===== src/rtl/cpu_pkg.sv =====
// cpu_pkg: shared hazard-unit types and encodings.
package cpu_pkg;

    typedef enum logic [1:0] {
        RUN,
        WAIT,
        FLUSH
    } hz_state_t;

    localparam logic [1:0] FWD_RF      = 2'b00;
    localparam logic [1:0] FWD_W       = 2'b01;
    localparam logic [1:0] FWD_M       = 2'b10;
    localparam logic [1:0] RESULT_LOAD = 2'b01;

endpackage


===== src/rtl/sat_counter.sv =====
// sat_counter: event counter that sticks at its all-ones value instead of wrapping.
module sat_counter #(
    parameter int W = 32
) (
    input  logic         clk,
    input  logic         rst_n,
    input  logic         inc,
    output logic [W-1:0] count
);

    always_ff @(posedge clk or negedge rst_n) begin
        if (!rst_n)
            count <= '0;
        else if (inc && count != '1)
            count <= count + W'(1);
    end

endmodule


===== src/rtl/hazard_ctrl.sv =====
// hazard_ctrl: pipeline stall/flush control, E-stage forwarding selects and
// saturating stall/flush performance counters.
module hazard_ctrl
    import cpu_pkg::*;
#(
    parameter int         FLUSH_CYCLES = 1,
    parameter int         CNT_W        = 32,
    parameter logic [1:0] LOAD_SRC     = RESULT_LOAD
) (
    input  logic             clk,
    input  logic             rst_n,
    input  logic [4:0]       Rs1D,
    input  logic [4:0]       Rs2D,
    input  logic [4:0]       Rs1E,
    input  logic [4:0]       Rs2E,
    input  logic [4:0]       RdE,
    input  logic             RegWriteE,
    input  logic [1:0]       ResultSrcE,
    input  logic [4:0]       RdM,
    input  logic             RegWriteM,
    input  logic [4:0]       RdW,
    input  logic             RegWriteW,
    input  logic             PCSrcE,
    input  logic             MemBusyM,
    output logic             StallF,
    output logic             StallD,
    output logic             StallE,
    output logic             FlushD,
    output logic             FlushE,
    output logic [1:0]       ForwardAE,
    output logic [1:0]       ForwardBE,
    output logic [CNT_W-1:0] StallCnt,
    output logic [CNT_W-1:0] FlushCnt
);

    hz_state_t  state_q, state_d;
    logic [2:0] cnt_q, cnt_d;
    logic       lu, accept;

    assign lu = ResultSrcE == LOAD_SRC && RegWriteE && RdE != 5'd0 &&
                (RdE == Rs1D || RdE == Rs2D);

    always_ff @(posedge clk or negedge rst_n) begin
        if (!rst_n) begin
            state_q <= RUN;
            cnt_q   <= '0;
        end else begin
            state_q <= state_d;
            cnt_q   <= cnt_d;
        end
    end

    // WAIT decodes exactly like RUN: a stall while busy, RUN's decision on the exit cycle.
    always_comb begin
        state_d = state_q;
        cnt_d   = cnt_q;
        accept  = 1'b0;
        StallF  = 1'b0;
        StallD  = 1'b0;
        StallE  = 1'b0;
        FlushD  = 1'b0;
        FlushE  = 1'b0;
        if (state_q == FLUSH) begin
            FlushD = 1'b1;
            FlushE = 1'b1;
            if (MemBusyM) begin
                StallF = 1'b1;
                StallD = 1'b1;
                StallE = 1'b1;
            end else begin
                cnt_d   = cnt_q - 3'd1;
                state_d = (cnt_q == 3'd1) ? RUN : FLUSH;
            end
        end else if (MemBusyM) begin
            StallF  = 1'b1;
            StallD  = 1'b1;
            StallE  = 1'b1;
            state_d = WAIT;
        end else if (PCSrcE) begin
            FlushD  = 1'b1;
            FlushE  = 1'b1;
            accept  = 1'b1;
            state_d = (FLUSH_CYCLES > 1) ? FLUSH : RUN;
            cnt_d   = 3'(FLUSH_CYCLES - 1);
        end else begin
            state_d = RUN;
            StallF  = lu;
            StallD  = lu;
            FlushE  = lu;
        end
        // Reset clears the reset-less pipeline registers through their flush inputs.
        if (!rst_n) begin
            StallF = 1'b0;
            StallD = 1'b0;
            StallE = 1'b0;
            FlushD = 1'b1;
            FlushE = 1'b1;
            accept = 1'b0;
        end
    end

    always_comb begin
        ForwardAE = FWD_RF;
        ForwardBE = FWD_RF;
        if (rst_n) begin
            ForwardAE = (RegWriteM && RdM != 5'd0 && RdM == Rs1E) ? FWD_M :
                        (RegWriteW && RdW != 5'd0 && RdW == Rs1E) ? FWD_W : FWD_RF;
            ForwardBE = (RegWriteM && RdM != 5'd0 && RdM == Rs2E) ? FWD_M :
                        (RegWriteW && RdW != 5'd0 && RdW == Rs2E) ? FWD_W : FWD_RF;
        end
    end

    sat_counter #(.W(CNT_W)) u_stall_cnt (
        .clk   (clk),
        .rst_n (rst_n),
        .inc   (StallF),
        .count (StallCnt)
    );

    sat_counter #(.W(CNT_W)) u_flush_cnt (
        .clk   (clk),
        .rst_n (rst_n),
        .inc   (accept),
        .count (FlushCnt)
    );

endmodule


===== config.mk =====
export PLATFORM = sky130hd
export DESIGN_NAME = hazard_ctrl
export DESIGN_NICKNAME = d
export VERILOG_FILES = /design/src/rtl/cpu_pkg.sv /design/src/rtl/sat_counter.sv /design/src/rtl/hazard_ctrl.sv
export SDC_FILE = /design/constraint.sdc
export NUM_CORES = 1
export LEC_CHECK = 0
export CAP_MARGIN = 40
export CELL_PAD_IN_SITES_DETAIL_PLACEMENT = 1
export CELL_PAD_IN_SITES_GLOBAL_PLACEMENT = 2
export CORE_AREA = 2 2 93 140
export CTS_CLUSTER_SIZE = 28
export DETAILED_ROUTE_END_ITERATION = 8
export DIE_AREA = 0 0 95 142
export PLACE_DENSITY = 0.95
export SLEW_MARGIN = 20
export SYNTH_ARGS = -nofsm -noshare
export SYNTH_HDL_FRONTEND = slang
export SYNTH_SLANG_ARGS = --single-unit

===== constraint.sdc =====
create_clock -name clk -period 4.2 [get_ports clk]
set_clock_uncertainty 0.2 [all_clocks]
set_input_delay 0.63 -clock clk [delete_from_list [all_inputs] [get_ports clk]]
set_output_delay 0.63 -clock clk [all_outputs]
set_load 0.005 [all_outputs]

==> impl_metrics.env, run 1 <==
export IMPL_fin_hold_ws_ps=51.6
export IMPL_busiest_layer="met2"
export IMPL_power_leakage_nw=2.21
export IMPL_final_core_util=0.437
export IMPL_cts_tree="built"
export IMPL_multi_input_area_mm2=0.00191
export IMPL_synth_nets=402
export IMPL_ys_async_sr_fraction=1.00
export IMPL_core_area_mm2=0.0123
export IMPL_fin_nets=524
export IMPL_wirelength_um=10900
export IMPL_powerDensity_mw_per_mm2=345
export IMPL_drt_iter0_markers=109
export IMPL_finalMaxSlewViolations=0
export IMPL_p_int_mw=1.41
export IMPL_ff_latch_area_mm2=0.00173
export IMPL_endpoint_kind="primary output"
export IMPL_drc=0
export IMPL_start_util=0.303
export IMPL_p_sw_uw=451
export IMPL_drv_cap=0
export IMPL_port_buffers=116
export IMPL_areaGrowthSynthToFinish_pct=44.2
export IMPL_routabilityCongestion=0.733
export IMPL_grt_pass1_wl_um=17500
export IMPL_startpoint_type="input pin"
export IMPL_worstSetupPathType="input pin to primary output"
export IMPL_arrival_ps=2840
export IMPL_status="finished, final reports clean"
export IMPL_cts_num_sinks=69
export IMPL_clockBufferDepth=2
export IMPL_grt_util_met3=0.0376
export IMPL_numCtsBuffers=9
export IMPL_critical_path_required_ps=3370
export IMPL_htree_levels=3
export IMPL_wl_per_cell_um=17.1
export IMPL_die_x_um=95
export IMPL_synth_cell_types=42
export IMPL_syn_inst=354
export IMPL_worstMarginPinSlew_ps=555
export IMPL_reg2regPathDepth=7
export IMPL_rsz0062_at_grt="false"
export IMPL_routed_via_density=4.98
export IMPL_finalHoldViolCount=0
export IMPL_pwr_share_clk=0.452
export IMPL_rows=50
export IMPL_synth_seq_cells=69
export IMPL_detail_route_first_pass_iterations=4
export IMPL_seqPwrFrac=0.408
export IMPL_grtUsageMet1=0.183
export IMPL_postCtsSetupBuffers=0
export IMPL_track_usage=0.166
export IMPL_grt_max_degree=41
export IMPL_vias=3171
export IMPL_overflow=0
export IMPL_synth_edf_count=0
export IMPL_cts_root_buffer="clkbuf_16"
export IMPL_ctsHoldBuffers=0
export IMPL_setup_viol=0
export IMPL_die_h_um=142
export IMPL_power_frac_comb=0.140
export IMPL_clk_pin_slew_ps=60
export IMPL_grt_pass1_vias=3491
export IMPL_yosysWarnings=0
export IMPL_hp_class="input pin to asynchronous set/reset pin"
export IMPL_fmax_mhz=273
export IMPL_peakVddDrop_v=0.000200
export IMPL_dpl_hpwl_um=8160
export IMPL_slew_headroom=0.630
export IMPL_fill_cells=1397
export IMPL_fin_crit_sh=0.873
export IMPL_layout_min_cycle_time_ps=3670
export IMPL_p_total_mw=1.86
export IMPL_cts_resized=0
export IMPL_switching_share=0.243
export IMPL_synth_seq_area_share=0.462
export IMPL_synth_area_mm2=0.00373
export IMPL_die_area_mm2=0.0135
export IMPL_worst_path_max_fanout=3
export IMPL_clock_latency_ps=330
export IMPL_layout_drive_gt1_share=0.0644
export IMPL_setup_tns_final_ps=0
export IMPL_synth_ff_type="dfrtp_1"
export IMPL_avgSynthCellArea_um2=10.5
export IMPL_num_antenna_cells=0
export IMPL_antenna_found_initial=0
export IMPL_ioPinCount=117
export IMPL_ant_nets=0
export IMPL_grt_met2_usage=0.309
==> metal layers <==
layer | vias to the layer above | share of wire | routed length, um
met5 | - | 0 | 0
met4 | 0 | 0.014 | 155
met3 | 10 | 0.066 | 720
met2 | 87 | 0.54 | 5860
met1 | 1589 | 0.38 | 4140
li1 | 1485 | - | -
==> cell usage after synthesis (all sizes together) (4+ instances only) <==
cell type  count  area [um2]
and2          12        75.1
and3          12        75.1
and4           8        72.6
buf            5        48.8
dfrtp         69        1730
ha             4        50.1
inv            9        33.8
nand2         28         105
nand3         24         120
nand4         25         169
nor2          20        75.1
nor3           7        46.3
nor4           6        43.8
or4            5        37.5
xnor2         57         499
xor2          35         307
==> per-stage QoR <==
step | cells | worst slack (ps) | instance area (um2)
floorplan | 354 | 1570 | 3730
global placement | 621 | 580 | 5050
detailed placement | 621 | 532 | 5050
CTS | 637 | 534 | 5390
global route | 637 | 484 | 5390
finish | 637 | 535 | 5390
==> power groups by stage <==
stage | Sequential [mW] | Clock (mW) | Combinational [mW]
2_1_floorplan | 0.762 | 0 | 0.0923
3_3_place_gp | 0.766 | 0 | 0.250
3_5_place_dp | 0.770 | 0 | 0.262
4_1_cts | 0.759 | 0.855 | 0.265
5_1_grt | 0.765 | 0.884 | 0.280
6_report | 0.758 | 0.841 | 0.260
==> worst paths after layout <==
kind                            slack, ps                              start                                end
worst min register to register        290  u_flush_cnt.count[29]$_DFFE_PN0P_  u_flush_cnt.count[29]$_DFFE_PN0P_
worst max-delay path                  530                             RdM[1]                       ForwardBE[0]
max in group asynchronous            2840                              rst_n  u_flush_cnt.count[24]$_DFFE_PN0P_
min in group clk                      290  u_flush_cnt.count[29]$_DFFE_PN0P_  u_flush_cnt.count[29]$_DFFE_PN0P_
worst min-delay path                   50                              rst_n             state_q[1]$_DFFE_PN0P_
worst max register to register       1700   u_stall_cnt.count[0]$_DFFE_PN0P_   u_stall_cnt.count[1]$_DFFE_PN0P_
==> sequential cells by signal (all words and copies together), names as in the netlist <==
signal             count
u_flush_cnt.count     32
u_stall_cnt.count     32
cnt_q                  3
state_q                2
==> logic make-up after synthesis <==
family                   after synthesis  share of synthesized area
adder cells (fa/ha/maj)                4                     0.0134
buffers and inverters                 17                     0.0251
XOR/XNOR                              92                      0.216
flip-flops                            69                      0.462
multiplexers                           2                    0.00570
AO/OA/AOI/OAI                         18                     0.0466
AND/OR/NAND/NOR                      152                      0.231
==> placed cells by master, fill, tap and decap left out, types with 2 or more instances in the layout <==
cell / Yosys / final
inv_1: 9 / 9
or4_1: 5 / 5
clkbuf_8: 0 / 2
nand4b_1: 2 / 2
o211ai_1: 3 / 3
ha_1: 4 / 4
o31ai_1: 2 / 2
clkbuf_16: 0 / 9
nand4_2: 2 / 2
bufinv_16: 0 / 2
dfrtp_1: 69 / 69
xor2_1: 35 / 35
clkinvlp_4: 0 / 3
xnor2_1: 57 / 57
and2_1: 12 / 12
clkdlybuf4s50_1: 0 / 115
nor3_1: 6 / 6
and4_1: 7 / 7
o21ai_0: 2 / 2
nand2_1: 28 / 28
nand3_1: 24 / 24
nand4_1: 23 / 23
and3_1: 12 / 12
nor2_1: 20 / 20
nor4_1: 5 / 5
buf_4: 2 / 4
==> layout make-up <==
type,instances,share of cell area
tap,156,0.0362
multi-input combinational,268,0.355
timing repair buffer,119,0.219
clock inverter,5,0.0153
clock buffer,11,0.0469
sequential,69,0.321
inverter,9,0.00627
==> worst max-delay path, stage by stage <==
cell             delay [ps]
clkdlybuf4s50_1         470
or4_1                   530
o21ai_0                 230
nor4_1                  130
nor4_1                  290
clkdlybuf4s50_1         550
No activity file was read; power rests on OpenSTA's default activity.
==> inputs of run 2 (changes only) <==
--- a/config.mk
+++ b/config.mk
@@ -13,6 +13,7 @@
 export DETAILED_ROUTE_END_ITERATION = 8
 export DIE_AREA = 0 0 95 142
 export PLACE_DENSITY = 0.95
+export REMOVE_ABC_BUFFERS = 1
 export SLEW_MARGIN = 20
 export SYNTH_ARGS = -nofsm -noshare
 export SYNTH_HDL_FRONTEND = slang
==> run 2 against run 1 <==
- maximum frequency is 0.48% higher
- non-clock buffer count is 1 higher
- sequential share of layout area up 0.067 points
- global-route usage increased by 0.23 points
- combinational power barely moved
- sequential power hardly changed
- critical path depth unchanged
- cell count is 0.16% higher
- via count down 0.28%
- wire length fell by 0.62%
- worst hold slack worse by 39 ps
- flip-flop and latch count stayed put
- critical path type unchanged
==> impl_metrics.env, run 2 (synthesis gave the netlist of run 1 again) <==
export IMPL_ctsHoldBuffers=0
export IMPL_dpl_hpwl_um=8400
export IMPL_cts_resized=0
export IMPL_fin_nets=525
export IMPL_cts_root_buffer="clkbuf_16"
export IMPL_stdcell_area_mm2=0.00537
export IMPL_finalHoldViolCount=0
export IMPL_reg_top3="u_flush_cnt.count x32, u_stall_cnt.count x32, cnt_q x3"
export IMPL_drc=0
export IMPL_grt_pass1_vias=3617
export IMPL_worstSetupPathType="input pin to primary output"
export IMPL_powerDensity_mw_per_mm2=334
export IMPL_routed_via_density=4.96
export IMPL_detail_route_first_pass_iterations=4
export IMPL_endpoint_kind="primary output"
export IMPL_vias=3162
export IMPL_die_area_mm2=0.0135
export IMPL_layout_setup_ws_ps=552
export IMPL_die_h_um=142
export IMPL_start_util=0.303
export IMPL_postCtsSetupBuffers=0
export IMPL_peakVddDrop_v=0.000185
export IMPL_areaGrowthSynthToFinish_pct=43.9
export IMPL_ff_latch_area_mm2=0.00173
export IMPL_cts_tree="built"
export IMPL_drt_iter0_markers=80
export IMPL_final_cells=638
export IMPL_overflow=0
export IMPL_clk_pin_slew_ps=60
export IMPL_layout_drive_gt1_share=0.0664
export IMPL_layout_min_cycle_time_ps=3650
export IMPL_port_buffers=116
export IMPL_startpoint_type="input pin"
export IMPL_layout_common_cells="clkdlybuf4s50_1 (115), dfrtp_1 (69), xnor2_1 (57)"
export IMPL_grt_max_degree=31
export IMPL_finalMaxSlewViolations=0
export IMPL_wl_per_cell_um=16.9
export IMPL_rsz0062_at_grt="false"
export IMPL_ant_nets=0
export IMPL_status="finished, final reports clean"
export IMPL_numCtsBuffers=9
export IMPL_fin_crit_sh=0.869
export IMPL_fmax_mhz=274
export IMPL_routabilityCongestion=0.747
export IMPL_die_x_um=95
export IMPL_hp_class="input pin to asynchronous set/reset pin"
export IMPL_grt_pass1_wl_um=17800
export IMPL_worstMarginPinSlew_ps=535
export IMPL_placedInstanceArea_mm2=0.00506
export IMPL_setup_tns_final_ps=0
export IMPL_place_inst=621
export IMPL_drv_cap=0
export IMPL_cts_num_sinks=69
export IMPL_arrival_ps=2820
export IMPL_track_usage=0.169
export IMPL_rows=50
export IMPL_slew_headroom=0.643
export IMPL_clockBufferDepth=2
export IMPL_p_total_mw=1.79
export IMPL_wirelength_um=10800
export IMPL_antenna_found_initial=0
export IMPL_clock_latency_ps=330
export IMPL_critical_path_required_ps=3370
export IMPL_fill_cells=1378
export IMPL_num_antenna_cells=0
export IMPL_ioPinCount=117
export IMPL_final_common_cell="clkdlybuf4s50_1"
export IMPL_preCtsSetupSlack_ps=544
export IMPL_htree_levels=3
export IMPL_core_area_mm2=0.0123
export IMPL_multi_input_area_mm2=0.00191
export IMPL_setup_viol=0
export IMPL_power_leakage_nw=2.22
export IMPL_worst_path_max_fanout=3
[run 2: cell types whose count changed in the layout (fill, tap and decap cells not counted)]
cell,change
bufinv_16,-1
clkinvlp_4,-3
clkinv_2,+3
clkbuf_2,+1
buf_4,-1
clkbuf_8,+1
buf_8,+1
[run 2: final cells by class]
type                    instances  area share
multi-input cells             268       0.356
flip-flops and latches         69       0.321
repair buffers                120       0.222
clock buffers                  12      0.0496
well taps                     156      0.0363
clock inverters                 4     0.00838
inverters                       9     0.00629
[run 2: path summary, 6_finish.rpt]
| path | startpoint | end | slack [ps] | cells after the start |
|---|---|---|---|---|
| min | rst_n | u_flush_cnt.count[24]$_DFFE_PN0P_ | 10 | 1 |
| min reg2reg | u_stall_cnt.count[18]$_DFFE_PN0P_ | u_stall_cnt.count[18]$_DFFE_PN0P_ | 290 | 1 |
| max | RdM[1] | ForwardAE[0] | 550 | 6 |
| max reg2reg | u_stall_cnt.count[0]$_DFFE_PN0P_ | u_stall_cnt.count[1]$_DFFE_PN0P_ | 1510 | 7 |
| max in group asynchronous | rst_n | u_stall_cnt.count[12]$_DFFE_PN0P_ | 3080 | 2 |
| min in group clk | u_stall_cnt.count[18]$_DFFE_PN0P_ | u_stall_cnt.count[18]$_DFFE_PN0P_ | 290 | 1 |
[run 2: worst max-delay path, stage by stage]
cell	delay, ps
clkdlybuf4s50_1	460
or4_1	520
o21ai_0	230
nor4_1	130
nor4_1	290
clkdlybuf4s50_1	540
[run 2: per-stage QoR]
stage / utilization / hold slack, ps
3_5_place_dp: 0.410 / 280
3_3_place_gp: 0.409 / 260
2_1_floorplan: - / 134
6_report: 0.436 / 12.6
5_1_grt: 0.436 / 17.5
4_1_cts: 0.436 / 10.5
[run 2: power by group]
part	switching, mW	internal, mW	total (mW)
logic	0.103	0.155	0.257
registers	0.0551	0.702	0.757
clock network	0.274	0.505	0.778
[run 2: metal layers]
| metal | up-vias | GRT usage | share of wire |
|---|---|---|---|
| met5 | - | 0 | 0 |
| met3 | 21 | 0.0418 | 0.058 |
| met1 | 1556 | 0.177 | 0.38 |
| met4 | 0 | 0.0709 | 0.024 |
| li1 | 1485 | - | - |
| met2 | 100 | 0.312 | 0.54 |
==> inputs of run 3 (changes only) <==
--- a/config.mk
+++ b/config.mk
@@ -8,10 +8,10 @@
 export CAP_MARGIN = 40
 export CELL_PAD_IN_SITES_DETAIL_PLACEMENT = 1
 export CELL_PAD_IN_SITES_GLOBAL_PLACEMENT = 2
-export CORE_AREA = 2 2 93 140
+export CORE_AREA = 3 3 94 141
 export CTS_CLUSTER_SIZE = 28
 export DETAILED_ROUTE_END_ITERATION = 8
-export DIE_AREA = 0 0 95 142
+export DIE_AREA = 0 0 97 144
 export PLACE_DENSITY = 0.95
 export REMOVE_ABC_BUFFERS = 1
 export SLEW_MARGIN = 20
==> run 3 against run 2 <==
- global-route usage shrank 1.0 points
- wire length shrank 0.90%
- utilization grew 1.3 points
- worst hold slack gained 180 ps
- clock power grew 13%
- total power grew 5.7%
- cell area grew 0.88%
- setup slack lost 79 ps
- via count shrank 1.0%
- critical path depth is the same
- sequential power is essentially flat
- critical endpoint unchanged
- largest power group unchanged
==> impl_metrics.env, run 3 (synthesis gave the netlist of run 1 again) <==
export IMPL_status="finished, final reports clean"
export IMPL_layout_drive_gt1_share=0.0643
export IMPL_r2r_end="u_stall_cnt.count[1]$_DFFE_PN0P_"
export IMPL_preCtsSetupSlack_ps=503
export IMPL_worstSetupPathType="input pin to primary output"
export IMPL_track_usage=0.158
export IMPL_routed_via_density=4.93
export IMPL_power_leakage_nw=2.23
export IMPL_routabilityCongestion=0.852
export IMPL_crit_family="buffers and inverters"
export IMPL_rsz0062_at_grt="false"
export IMPL_crit_buf_inv=2
export IMPL_die_h_um=144
export IMPL_drt_iter0_markers=67
export IMPL_slew_headroom=0.631
export IMPL_postCtsSetupBuffers=0
export IMPL_wl_per_cell_um=16.9
export IMPL_ant_nets=0
export IMPL_clockBufferDepth=2
export IMPL_core_area_mm2=0.0121
export IMPL_rows=49
export IMPL_areaGrowthSynthToFinish_pct=45.2
export IMPL_switching_share=0.232
export IMPL_overflow=0
export IMPL_drv_cap=0
export IMPL_reg2reg_from="u_stall_cnt.count[0]$_DFFE_PN0P_"
export IMPL_critical_path_required_ps=3370
export IMPL_hp_class="input pin to asynchronous set/reset pin"
export IMPL_clock_latency_ps=330
export IMPL_ioPinCount=117
export IMPL_clk_pin_slew_ps=50
export IMPL_max_stage_delay_ps=550
export IMPL_fin_crit_sh=0.887
export IMPL_fill_cells=1368
export IMPL_die_x_um=97
export IMPL_dpl_hpwl_um=8260
export IMPL_drc=0
export IMPL_p_total_mw=1.90
export IMPL_reg_top3="u_flush_cnt.count x32, u_stall_cnt.count x32, cnt_q x3"
export IMPL_cp_slowest_cell="clkdlybuf4s50_1"
export IMPL_num_antenna_cells=0
export IMPL_grt_max_degree=40
export IMPL_port_buffers=116
export IMPL_peakVddDrop_v=0.000178
export IMPL_fmax_mhz=268
export IMPL_numCtsBuffers=9
export IMPL_reg2regPathDepth=7
export IMPL_setup_viol=0
export IMPL_setup_tns_final_ps=0
export IMPL_detail_route_first_pass_iterations=3
export IMPL_p_int_mw=1.46
export IMPL_layout_common_cells="clkdlybuf4s50_1 (115), dfrtp_1 (69), xnor2_1 (57)"
export IMPL_cts_num_sinks=69
export IMPL_r2r_slack_ps=1550
export IMPL_seqPwrFrac=0.398
export IMPL_endpoint_kind="primary output"
export IMPL_worst_path_max_fanout=3
export IMPL_grt_pass1_vias=3499
export IMPL_final_common_cell="clkdlybuf4s50_1"
export IMPL_ctsHoldBuffers=0
export IMPL_wirelength_um=10700
export IMPL_start_util=0.309
export IMPL_die_area_mm2=0.0140
export IMPL_p_sw_uw=440
export IMPL_fin_nets=525
export IMPL_cts_root_buffer="clkbuf_16"
export IMPL_layout_setup_ws_ps=473
export IMPL_power_frac_comb=0.136
export IMPL_layout_min_cycle_time_ps=3730
export IMPL_arrival_ps=2900
export IMPL_powerDensity_mw_per_mm2=350
export IMPL_startpoint_type="input pin"
export IMPL_pwr_share_clk=0.465
export IMPL_grt_pass1_wl_um=18100
export IMPL_cts_tree="built"
export IMPL_vias=3130
export IMPL_cts_resized=0
export IMPL_antenna_found_initial=0
export IMPL_finalHoldViolCount=0
export IMPL_worstMarginPinSlew_ps=554
export IMPL_htree_levels=3
export IMPL_finalMaxSlewViolations=0
export IMPL_crit_chain="clkdlybuf4s50_1 -> or4_1 -> o21ai_0 -> nor4_1 -> nor4_1 -> clkdlybuf4s50_1"
## run 3: cell count changes in the layout (fill, tap and decap cells not counted), moves of 2 or more
cell,before,now
clkinv_4,0,2
clkinv_2,3,0
bufinv_16,1,3
clkbuf_8,3,1
## run 3: how the worst max path moves through the flow
stage	start	endpoint	slack (ps)	cells after the start
5_1_grt	RdM[1]	ForwardAE[0]	320	6
3_5_place_dp	RdM[1]	ForwardAE[0]	500	6
6_report	RdM[1]	ForwardAE[0]	470	6
4_1_cts	RdM[1]	ForwardAE[0]	500	6
2_1_floorplan	RdE[2]	u_stall_cnt.count[1]$_DFFE_PN0P_	1630	5
3_3_place_gp	RdM[1]	ForwardAE[0]	520	6
## run 3: metal layers
metal | GRT usage | up-vias | share of wire
met5 | 0 | - | 0
met4 | 0.0348 | 0 | 0.011
met3 | 0.0376 | 10 | 0.049
met2 | 0.281 | 92 | 0.51
met1 | 0.197 | 1547 | 0.43
li1 | - | 1481 | -
## run 3: through the flow
| stage | cells | hold WS (ps) | utilization | instance area, um2 |
|---|---|---|---|---|
| 2_1_floorplan | 346 | 134 | - | 3670 |
| 3_3_place_gp | 617 | 261 | 0.417 | 5040 |
| 3_5_place_dp | 619 | 279 | 0.420 | 5070 |
| 4_1_cts | 635 | 204 | 0.449 | 5420 |
| 5_1_grt | 635 | 238 | 0.449 | 5420 |
| 6_report | 635 | 190 | 0.449 | 5420 |
## run 3: power by group through the flow
stage	Sequential (mW)	Clock, mW	Combinational (mW)
detailed placement	0.768	0	0.263
global route	0.763	0.921	0.286
finish	0.755	0.882	0.259
global placement	0.766	0	0.256
floorplan	0.762	0	0.0880
CTS	0.756	0.898	0.265
## run 3: worst register-to-register path, stage by stage (launching register included)
cell	delay, ps
dfrtp_1	430
ha_1	230
and3_1	230
nand4_1	220
and4b_1	260
nor3_4	400
buf_16	220
mux2_2	340
## run 3: area by class of cell
cell class | instances | area (um2) | share of cell area
multi-input cells | 268 | 1910 | 0.353
clock buffers | 11 | 243 | 0.0448
inverters | 9 | 33.8 | 0.00623
clock inverters | 5 | 108 | 0.0198
repair buffers | 120 | 1210 | 0.222
flip-flops and latches | 69 | 1730 | 0.318
well taps | 153 | 191 | 0.0353
